**config.mk**
```make
export PLATFORM = sky130hd
export DESIGN_NAME = fetch_unit_flat
export DESIGN_NICKNAME = d
export VERILOG_FILES = /design/src/rtl/fetch_unit_if.sv /design/src/rtl/fetch_unit.sv /design/src/flat_wrapper.sv
export SDC_FILE = /design/constraint.sdc
export NUM_CORES = 1
export LEC_CHECK = 0
export ABC_CLOCK_PERIOD_IN_PS = 1700
export CAP_MARGIN = 0
export CORE_ASPECT_RATIO = 1.5
export CORE_MARGIN = 10
export CORE_UTILIZATION = 41
export CTS_BUF_LIST = sky130_fd_sc_hd__clkbuf_16
export CTS_CLUSTER_DIAMETER = 30
export DETAILED_ROUTE_END_ITERATION = 10
export GPL_TIMING_DRIVEN = 0
export PLACE_DENSITY = 0.81
export SYNTH_ARGS = -nofsm -noshare
export SYNTH_HDL_FRONTEND = slang
export SYNTH_SLANG_ARGS = --single-unit
export TNS_END_PERCENT = 20
```
**constraint.sdc**
```tcl
create_clock -name clk -period 1.7 [get_ports clk]
set_input_delay 0.17 -clock clk [delete_from_list [all_inputs] [get_ports clk]]
set_output_delay 0.17 -clock clk [all_outputs]
set_load 0.01 [all_outputs]
```
**src/rtl/fetch_unit_if.sv**
```systemverilog
// Bundle of fetch-stage signals between the fetch unit, the instruction
// memory, the hazard/branch logic and the decode stage.
interface fetch_unit_if #(
  parameter int ADDR_W = 16,
  parameter int INST_W = 16
);
  logic [ADDR_W-1:0] PC_addr;
  logic [INST_W-1:0] INST_in;
  logic              stall;
  logic              redirect;
  logic [ADDR_W-1:0] redirect_target;
  logic [INST_W-1:0] ifid_inst;
  logic [ADDR_W-1:0] ifid_pc;
  logic              ifid_valid;
  logic              halted;
  logic [15:0]       inst_count;

  // Fetch unit side: owns the PC and the IF/ID register.
  modport master (
    output PC_addr, ifid_inst, ifid_pc, ifid_valid, halted, inst_count,
    input  INST_in, stall, redirect, redirect_target
  );

  // Surrounding pipeline / memory side.
  modport slave (
    input  PC_addr, ifid_inst, ifid_pc, ifid_valid, halted, inst_count,
    output INST_in, stall, redirect, redirect_target
  );
endinterface

```
**src/rtl/fetch_unit.sv**
```systemverilog
// Instruction-fetch stage: program counter, IF/ID register, stall, branch
// redirect with flush, and a terminal HALT state left only through reset.
module fetch_unit #(
  parameter int                 ADDR_W    = 16,
  parameter int                 INST_W    = 16,
  parameter logic [ADDR_W-1:0]  RESET_PC  = 16'h0000,
  parameter int                 PC_STEP   = 2,
  parameter logic [INST_W-1:0]  HALT_INST = 16'hFFFF,
  parameter logic [INST_W-1:0]  NOP_INST  = 16'h0000
) (
  input  logic          clk,
  input  logic          rst,
  fetch_unit_if.master  bus
);

  typedef enum logic [0:0] {
    RUN    = 1'b0,
    HALTED = 1'b1
  } state_t;

  state_t            state_reg,      state_next;
  logic [ADDR_W-1:0] pc_reg,         pc_next;
  logic [INST_W-1:0] ifid_inst_reg,  ifid_inst_next;
  logic [ADDR_W-1:0] ifid_pc_reg,    ifid_pc_next;
  logic              ifid_valid_reg, ifid_valid_next;
  logic [15:0]       inst_count_reg, inst_count_next;

  logic [ADDR_W-1:0] aligned_target;
  logic [15:0]       count_inc;

  // Branch targets are halfword aligned; bit 0 is dropped.
  assign aligned_target = bus.redirect_target & ~ADDR_W'(1);
  assign count_inc      = (inst_count_reg == 16'hFFFF) ? inst_count_reg
                                                       : inst_count_reg + 16'd1;

  always_ff @(posedge clk or posedge rst) begin
    if (rst) begin
      state_reg      <= RUN;
      pc_reg         <= RESET_PC;
      ifid_inst_reg  <= NOP_INST;
      ifid_pc_reg    <= '0;
      ifid_valid_reg <= 1'b0;
      inst_count_reg <= '0;
    end else begin
      state_reg      <= state_next;
      pc_reg         <= pc_next;
      ifid_inst_reg  <= ifid_inst_next;
      ifid_pc_reg    <= ifid_pc_next;
      ifid_valid_reg <= ifid_valid_next;
      inst_count_reg <= inst_count_next;
    end
  end

  always_comb begin
    state_next      = state_reg;
    pc_next         = pc_reg;
    ifid_inst_next  = ifid_inst_reg;
    ifid_pc_next    = ifid_pc_reg;
    ifid_valid_next = ifid_valid_reg;
    inst_count_next = inst_count_reg;

    case (state_reg)
      RUN: begin
        if (bus.redirect) begin
          // Redirect wins over stall and discards whatever is being fetched.
          pc_next         = aligned_target;
          ifid_inst_next  = NOP_INST;
          ifid_pc_next    = '0;
          ifid_valid_next = 1'b0;
        end else if (!bus.stall) begin
          ifid_inst_next  = bus.INST_in;
          ifid_pc_next    = pc_reg;
          ifid_valid_next = 1'b1;
          inst_count_next = count_inc;
          if (bus.INST_in == HALT_INST) begin
            state_next = HALTED;
          end else begin
            pc_next = pc_reg + ADDR_W'(PC_STEP);
          end
        end
      end

      HALTED: begin
        ifid_inst_next  = NOP_INST;
        ifid_pc_next    = '0;
        ifid_valid_next = 1'b0;
      end

      default: begin
        state_next = RUN;
      end
    endcase
  end

  assign bus.PC_addr    = pc_reg;
  assign bus.ifid_inst  = ifid_inst_reg;
  assign bus.ifid_pc    = ifid_pc_reg;
  assign bus.ifid_valid = ifid_valid_reg;
  assign bus.halted     = (state_reg == HALTED);
  assign bus.inst_count = inst_count_reg;

endmodule

```
**src/flat_wrapper.sv**
```systemverilog
// flat-port wrapper written by rule: the top's interface ports become plain ports
module fetch_unit_flat 
#(
  parameter int                 ADDR_W    = 16,
  parameter int                 INST_W    = 16,
  parameter logic [ADDR_W-1:0]  RESET_PC  = 16'h0000,
  parameter int                 PC_STEP   = 2,
  parameter logic [INST_W-1:0]  HALT_INST = 16'hFFFF,
  parameter logic [INST_W-1:0]  NOP_INST  = 16'h0000
)
  (clk, rst, bus_PC_addr, bus_ifid_inst, bus_ifid_pc, bus_ifid_valid, bus_halted, bus_inst_count, bus_INST_in, bus_stall, bus_redirect, bus_redirect_target);
  fetch_unit_if #(.ADDR_W(ADDR_W), .INST_W(INST_W)) bus_i ();
  input  logic clk;
  input  logic rst;
  output wire logic [$bits(bus_i.PC_addr)-1:0] bus_PC_addr;
  output wire logic [$bits(bus_i.ifid_inst)-1:0] bus_ifid_inst;
  output wire logic [$bits(bus_i.ifid_pc)-1:0] bus_ifid_pc;
  output wire logic [$bits(bus_i.ifid_valid)-1:0] bus_ifid_valid;
  output wire logic [$bits(bus_i.halted)-1:0] bus_halted;
  output wire logic [$bits(bus_i.inst_count)-1:0] bus_inst_count;
  input wire logic [$bits(bus_i.INST_in)-1:0] bus_INST_in;
  input wire logic [$bits(bus_i.stall)-1:0] bus_stall;
  input wire logic [$bits(bus_i.redirect)-1:0] bus_redirect;
  input wire logic [$bits(bus_i.redirect_target)-1:0] bus_redirect_target;
  assign bus_PC_addr = bus_i.PC_addr;
  assign bus_ifid_inst = bus_i.ifid_inst;
  assign bus_ifid_pc = bus_i.ifid_pc;
  assign bus_ifid_valid = bus_i.ifid_valid;
  assign bus_halted = bus_i.halted;
  assign bus_inst_count = bus_i.inst_count;
  assign bus_i.INST_in = bus_INST_in;
  assign bus_i.stall = bus_stall;
  assign bus_i.redirect = bus_redirect;
  assign bus_i.redirect_target = bus_redirect_target;
  fetch_unit #(.ADDR_W(ADDR_W), .INST_W(INST_W), .RESET_PC(RESET_PC), .PC_STEP(PC_STEP), .HALT_INST(HALT_INST), .NOP_INST(NOP_INST)) u_core (.clk(clk), .rst(rst), .bus(bus_i));
endmodule
```
# Word level (Yosys, flattened, before mapping)
# Index checks and enable logic that the tools add are counted.
word_totals:
  word_cells: 35
  out_inout_bits: 66
  input_bits: 36
  register_bits: 66
classes:
  mux: 16
  bitwise: 4
  eq_ne: 5
  n_reduce_logical: 2
  add_sub_neg: 2
op_table:
  columns: ["operator", "n"]
  rows:
  - ["$mux 16", 7]
  - ["$pmux 16 s2", 2]
  - ["$eq 16x16->1 const B", 2]
  - ["$add 16x1->16 const B", 1]
  - ["$add 16x2->16 const B", 1]
  - ["$mux 1", 6]
  - ["$not 1->1", 4]
  - ["$reduce_and 4->1", 1]
  - ["$ne 3x3->1 const B", 1]
  - ["$reduce_and 3->1", 1]
  - ["$ne 2x1->1 const B", 1]
  - ["$ne 2x2->1 const B", 1]
  - ["$pmux 1 s2", 1]

# Depth between registers and ports, before layout
# Gate-level depths: netlist (run 1).
logic_depth:
  ltp_word: 5
  depth_mapped: 6
  ltp_nobuf: 6

# Least setup slack after synthesis (run 1)
# OpenSTA, ideal clock, no wires.
synth_path:
  path_type: "register to register"
  startpoint: "register u_core.inst_count_reg[0] (netlist: u_core.bus.inst_count[0])"
  endpoint: "register u_core.inst_count_reg[1] (netlist: u_core.bus.inst_count[1])"
  n_path_buf: 0
  period_less_slack_ns: 1.841
  slack_ns: -0.141
  arrival_ns: 1.716
  setup_ns: 0.125
  path_stages_with_launch: 6
  required_time_ns: 1.575
  path_cell_list: "dfrtp_1 ha_1 nand3_2 or4_4 o21ai_4 mux2_4"
synth_between:
  elab_chain_cells: 3
  word_cells_on_any_way: 4
  cone_classes: "add/sub: 1; eq/ne: 1; bitwise: 1; reduce/logical: 1"
synth_rtl:
  columns: ["element", "line", "text"]
  rows:
  - ["start, declared", "fetch_unit.sv:26", "logic [15:0] inst_count_reg, inst_count_next;"]
  - ["start signal, assigned", "fetch_unit.sv:50", "inst_count_reg <= inst_count_next;"]
  - ["parallel branches: the longest is 3 deep, another holds $add 16x1->16", null, null]
# Parallel ways; which one is timed is not known.
# A chain may end at the register's enable or synchronous reset.

# Worst setup path in the final report (run 1)
# Same ends and word-level chain as after synthesis.

==> metrics.yaml, run 1 <==
clk_path_buf_depth: 2
synthesis.nets: 307
syn_avg_cell_area_sq_um: 11.1
synthTopCellsByArea: "dfrtp_1 55%, a22o_1 9.1%, xnor2_1 3.2%"
yosysSeqAreaShare: 0.545
insertion_delay_ns: 0.32
postSynthCellCount: 269
power.internal_uw: 3280
synth_edf_count: 0
port_buffers: 99
yosysMostFrequentCell: "dfrtp_1"
cts_tree: "yes"
cts_made_buffers: 9
fin_crit_sh: 1.02
synth_top_area_share: 0.545
finalWorstSetupSlack_ns: -0.0271
htree_levels: 3
p_seq_frac: 0.425
worstPathMaxFanout: 4
viasPerCell: 5.37
setup_tns_ns: -0.0271
violations: "setup timing"
leakage_uw: 0.00187
synth.distinct_cells: 55
rsz0062_at_grt: "true"
dpl-instance-area_sq_um: 4120
cp-end-kind: "flip-flop"
place.gp.congestion: 0.851
antenna_cells: 0
synthTopCellsByCount: "65 x dfrtp_1, 31 x a22o_1, 21 x nor2_1, 12 x o21ai_0"
grt_usage: 0.162
finalCoreUtilization: 0.625
rows: 38
post-synth-top-area-cell: "dfrtp_1"
tightest_slew_ns: 0.650
outcome: "complete, but fails checks"
ant_nets: 0
syn-cell-area_sq_um: 2980
drt-total-wl_mm: 8.83
start_kind: "flip-flop"
finalHoldViolations: 0
slew_violations: 0
fin_skew_ns: 0.00636
ys.flop_type: "dfrtp_1"
floorplan.initialDensity: 0.415
ys_warn_count: 0
fin_nets: 423
path_clk_slew_ns: 0.05
ios: 102
pwr-share-clk: 0.338
routedWlPerCell_um: 18.1
grt_max_degree: 39
required_ns: 1.91
grt_pass1_wl_mm: 13.9
p_sw_uw: 1270
power_density_nw_per_um2: 1010
grt_overflow: 0
firstDrtPassIters: 4
slew_headroom: 0.566
clockRootBuffer: "clkbuf_16"
hpwlAfterDp_mm: 6.69
fmax_ghz: 0.579
switching_share: 0.279
setup.worst_path.class: "flip-flop to flip-flop"
async_reset_ff_frac: 1.00
cp_data_arrival_time_ns: 1.94
area_growth_pct: 50.4
core-area_sq_um: 7180
p_comb_frac: 0.238
fp.dieW_um: 89.6
drive_above_1_share: 0.155
vdd_drop_max_uv: 632
grt_pass1_vias: 2643
antenna_found_initial: 0
post-route-min-period_ns: 1.73
timing.hold.ws_ns: 0.284
setup_viol: 1
die_area_sq_um: 11200
drt_iter0_markers: 114
clock_sinks: 65
hold_path_class: "input pin to async pin"
max_cap_viol_count: 0
drt_drc_violations_left: 0
die_y_um: 124
num_vias: 2616
ys_ff_latch: 65
final_area_sq_um: 4490
power by group through the flow:
stage               Clock, uW  Combinational [uW]  Sequential [uW]
floorplan                   0                 346             1980
global placement            0                 932             1940
detailed placement          0                 962             1950
CTS                      1580                1060             1920
global route             1640                1170             1960
finish                   1540                1080             1930
path summary, 6_finish.rpt:
| kind | startpoint | endpoint | slack [ns] | depth (start not counted) |
|---|---|---|---|---|
| setup / recovery | u_core.bus.inst_count[0]$_DFFE_PP0P_ | u_core.bus.inst_count[1]$_DFFE_PP0P_ | -0.03 | 5 |
| hold reg to reg | u_core.bus.ifid_pc[0]$_DFFE_PP0P_ | u_core.bus.ifid_pc[0]$_DFFE_PP0P_ | 0.49 | 1 |
| max in group asynchronous | rst | u_core.bus.inst_count[0]$_DFFE_PP0P_ | 0.81 | 3 |
| min in group clk | bus_INST_in[11] | u_core.bus.ifid_inst[11]$_DFFE_PP0P_ | 0.47 | 2 |
| setup reg to reg | u_core.bus.inst_count[0]$_DFFE_PP0P_ | u_core.bus.inst_count[1]$_DFFE_PP0P_ | -0.03 | 5 |
| hold / removal | rst | u_core.bus.ifid_inst[3]$_DFFE_PP0P_ | 0.28 | 2 |
per-stage QoR:
stage / setup WS, ns / power, uW / cells
after floorplan: -0.125 / 2330 / 269
after global placement: -0.418 / 2870 / 468
after detailed placement: -0.434 / 2910 / 469
after CTS: -0.0472 / 4560 / 484
after global routing: -0.0743 / 4770 / 487
final: -0.0271 / 4550 / 487
logic make-up (layout without fill, tap and decap cells):
family	after synthesis	after routing	share of synthesized area
other	1	1	0.00126
adder cells (fa/ha/maj)	2	2	0.00839
multiplexers	2	2	0.00839
AO/OA/AOI/OAI	82	82	0.206
flip-flops	65	65	0.545
buffers and inverters	22	140	0.0331
AND/OR/NAND/NOR	81	81	0.156
XOR/XNOR	14	14	0.0411
layer usage:
metal / GRT usage / wire (um) / up-vias
met5: 0 / 0 / -
met4: 0.0479 / 106 / 0
met3: 0.0530 / 559 / 9
met2: 0.273 / 4740 / 85
met1: 0.186 / 3430 / 1293
li1: - / - / 1229
layout make-up:
type,instances,area (sq um)
plain buffers,15,81.3
clock buffers,9,225
clock inverters,4,16.3
fillers,598,2690
inverters,7,30.0
multi-input cells,182,1330
flip-flops and latches,65,1630
well taps,100,125
repair buffers,105,1050
cells in the final DEF (no fill, tap or decap), types with 2 or more instances in the layout:
master	instances
and4_1	5
nor2_1	20
nand2_1	9
o22a_1	4
nor3_2	2
nand4_1	8
a22o_1	31
nor3_1	3
nor2_4	3
nand3_2	2
or2_2	2
nor2_2	2
o21a_1	2
dfrtp_2	6
xnor2_1	11
nand3_1	9
a211oi_1	2
clkbuf_1	4
a2bb2oi_1	4
clkbuf_2	5
buf_4	6
clkdlybuf4s50_1	99
o32ai_1	2
inv_1	8
nand2b_1	2
xor2_1	3
a21oi_1	9
buf_2	3
a31oi_1	3
dfrtp_1	59
clkbuf_16	9
o21ai_0	12
o21ai_1	2
o21ai_4	2
a22oi_1	2
repair_timing:
item	in CTS	in global routing
endpoints found under the hold margin	0	0
pin swaps	1	2
hold buffers	0	0
endpoints found under the setup margin	27	50
setup buffers	2	3
resized for setup	7	22
worst max-delay path, stage by stage (launching register included):
cell and delay, ns:
dfrtp_2 0.38, ha_4 0.15, nand3_4 0.07, or4_4 0.47
o21ai_4 0.21, mux2_4 0.32
No activity file was read; power rests on OpenSTA's default activity.
==> run 2, diff against run 1 <==
CORE_UTILIZATION = 35   (was 41)
PLACE_DENSITY = 0.72   (was 0.81)
==> run 2 against run 1 <==
  * The run still ends with setup timing left
  * Register-to-register slack hardly changed
  * Total power is 4.0% higher
  * Die area is 14% higher
  * Routed wire length is 0.70% higher
  * Combinational power is 4% lower
  * Sequential share of layout area is 0.41 points lower
  * Final cell count is 2.1% higher
  * Maximum frequency is 0.74% lower
  * Critical path depth stayed put
  * Cell area is 0.98% higher
  * Count of clock-buffer cells in the layout stayed put
  * Critical endpoint unchanged
  * Largest cell class unchanged
==> metrics.yaml, run 2 (synthesized netlist as in run 1, its figures left out) <==
outcome: "complete, but fails checks"
violations: "setup timing"
pwr-share-clk: 0.373
drt-total-wl_mm: 8.90
viasPerCell: 5.31
p_comb_frac: 0.219
antenna_cells: 0
hold_path_class: "input pin to async pin"
port_buffers: 99
ios: 102
worstPathMaxFanout: 4
grt_pass1_wl_mm: 14.2
drt_drc_violations_left: 0
fin_skew_ns: 0.00334
firstDrtPassIters: 4
slew_violations: 0
tightest_slew_ns: 0.653
fmax_ghz: 0.575
area_growth_pct: 51.9
antenna_found_initial: 0
finalNonFillerCells: 497
clock_sinks: 65
finalHoldViolations: 0
dpl-instance-area_sq_um: 4130
timing.hold.ws_ns: 0.283
setup_viol: 1
required_ns: 1.90
insertion_delay_ns: 0.32
final_area_sq_um: 4530
rows: 41
final_common_cell: "clkdlybuf4s50_1"
reg2regPathDepth: 5
regArea_sq_um: 1630
path_clk_slew_ns: 0.05
p_sw_uw: 1300
finalCoreUtilization: 0.542
place_inst: 476
setup.worst_path.class: "flip-flop to flip-flop"
p_seq_frac: 0.408
fin_crit_sh: 1.02
core-area_sq_um: 8360
clk_path_buf_depth: 2
multi_input_area_sq_um: 1320
finalWorstSetupSlack_ns: -0.0399
cts_hold_buf: 0
max_cap_viol_count: 0
p_total_uw: 4730
grt_pass1_vias: 2723
start_kind: "flip-flop"
post-route-min-period_ns: 1.74
place.gp.congestion: 0.883
die_area_sq_um: 12700
mostFrequentLayoutCells: "98 x clkdlybuf4s50_1, 61 x dfrtp_1, 31 x a22o_1, 21 x nor2_1, 12 x o21ai_0"
cp_data_arrival_time_ns: 1.94
vdd_drop_max_uv: 570
fp.dieW_um: 95.4
power_density_nw_per_um2: 1040
grt_usage: 0.141
fin_nets: 423
fillers: 734
cp-end-kind: "flip-flop"
ant_nets: 0
drive_above_1_share: 0.144
grt_overflow: 0
power.internal_uw: 3430
floorplan.initialDensity: 0.357
rsz0062_at_grt: "true"
cts_tree: "yes"
cts_made_buffers: 9
switching_share: 0.275
num_vias: 2639
slew_headroom: 0.564
routedWlPerCell_um: 17.9
grt_max_degree: 38
clockRootBuffer: "clkbuf_16"
leakage_uw: 0.00188
hpwlAfterDp_mm: 6.78
drt_iter0_markers: 78
die_y_um: 133
htree_levels: 3
-- run 2: area by class of cell --
| cell class | count | share of cell area |
|---|---|---|
| clock buffers | 9 | 0.0497 |
| multi-input cells | 182 | 0.291 |
| flip-flops and latches | 65 | 0.360 |
| plain buffers | 15 | 0.0171 |
| well taps | 107 | 0.0295 |
| inverters | 7 | 0.00663 |
| clock inverters | 7 | 0.0135 |
| repair buffers | 105 | 0.232 |
-- run 2: what timing repair did --
item                       in CTS  in global routing
resized for setup               8                 13
setup buffers                   3                  2
setup endpoints to repair      44                 44
pin swaps                       1                  2
-- run 2: worst paths after layout --
| path | end | startpoint | slack [ns] |
|---|---|---|---|
| max | u_core.bus.inst_count[1]$_DFFE_PP0P_ | u_core.bus.inst_count[0]$_DFFE_PP0P_ | -0.04 |
| min | u_core.bus.ifid_inst[3]$_DFFE_PP0P_ | rst | 0.28 |
| max reg2reg | u_core.bus.inst_count[1]$_DFFE_PP0P_ | u_core.bus.inst_count[0]$_DFFE_PP0P_ | -0.04 |
| min reg2reg | u_core.bus.ifid_pc[0]$_DFFE_PP0P_ | u_core.bus.ifid_pc[0]$_DFFE_PP0P_ | 0.49 |
| max in group asynchronous | u_core.bus.inst_count[0]$_DFFE_PP0P_ | rst | 0.81 |
| min in group clk | u_core.bus.inst_count[2]$_DFFE_PP0P_ | bus_redirect | 0.45 |
-- run 2: per-stage QoR --
step	setup TNS [ns]	worst slack [ns]
2_1_floorplan	-0.187	-0.125
3_3_place_gp	-14.19	-0.461
3_5_place_dp	-14.44	-0.445
4_1_cts	-0.115	-0.0316
5_1_grt	-0.690	-0.0807
6_report	-0.0399	-0.0399
-- run 2: critical path: stages (launching register included) --
cell and delay [ns]:
dfrtp_2 0.39, ha_4 0.16, nand3_4 0.09, or4_4 0.48, o21ai_4 0.20, mux2_4 0.31
-- run 2: per-layer routing --
metal / vias to the layer above / track usage / share of wire
li1: 1243 / - / -
met1: 1280 / 0.156 / 0.38
met2: 102 / 0.246 / 0.53
met3: 14 / 0.0447 / 0.074
met4: 0 / 0.0469 / 0.020
met5: - / 0 / 0
-- run 2: power by group through the flow --
stage	Clock, uW	Sequential [uW]	Combinational (uW)
finish	1770	1930	1040
global route	1870	1960	1110
CTS	1800	1920	1050
detailed placement	0	1950	947
global placement	0	1940	933
floorplan	0	1980	346
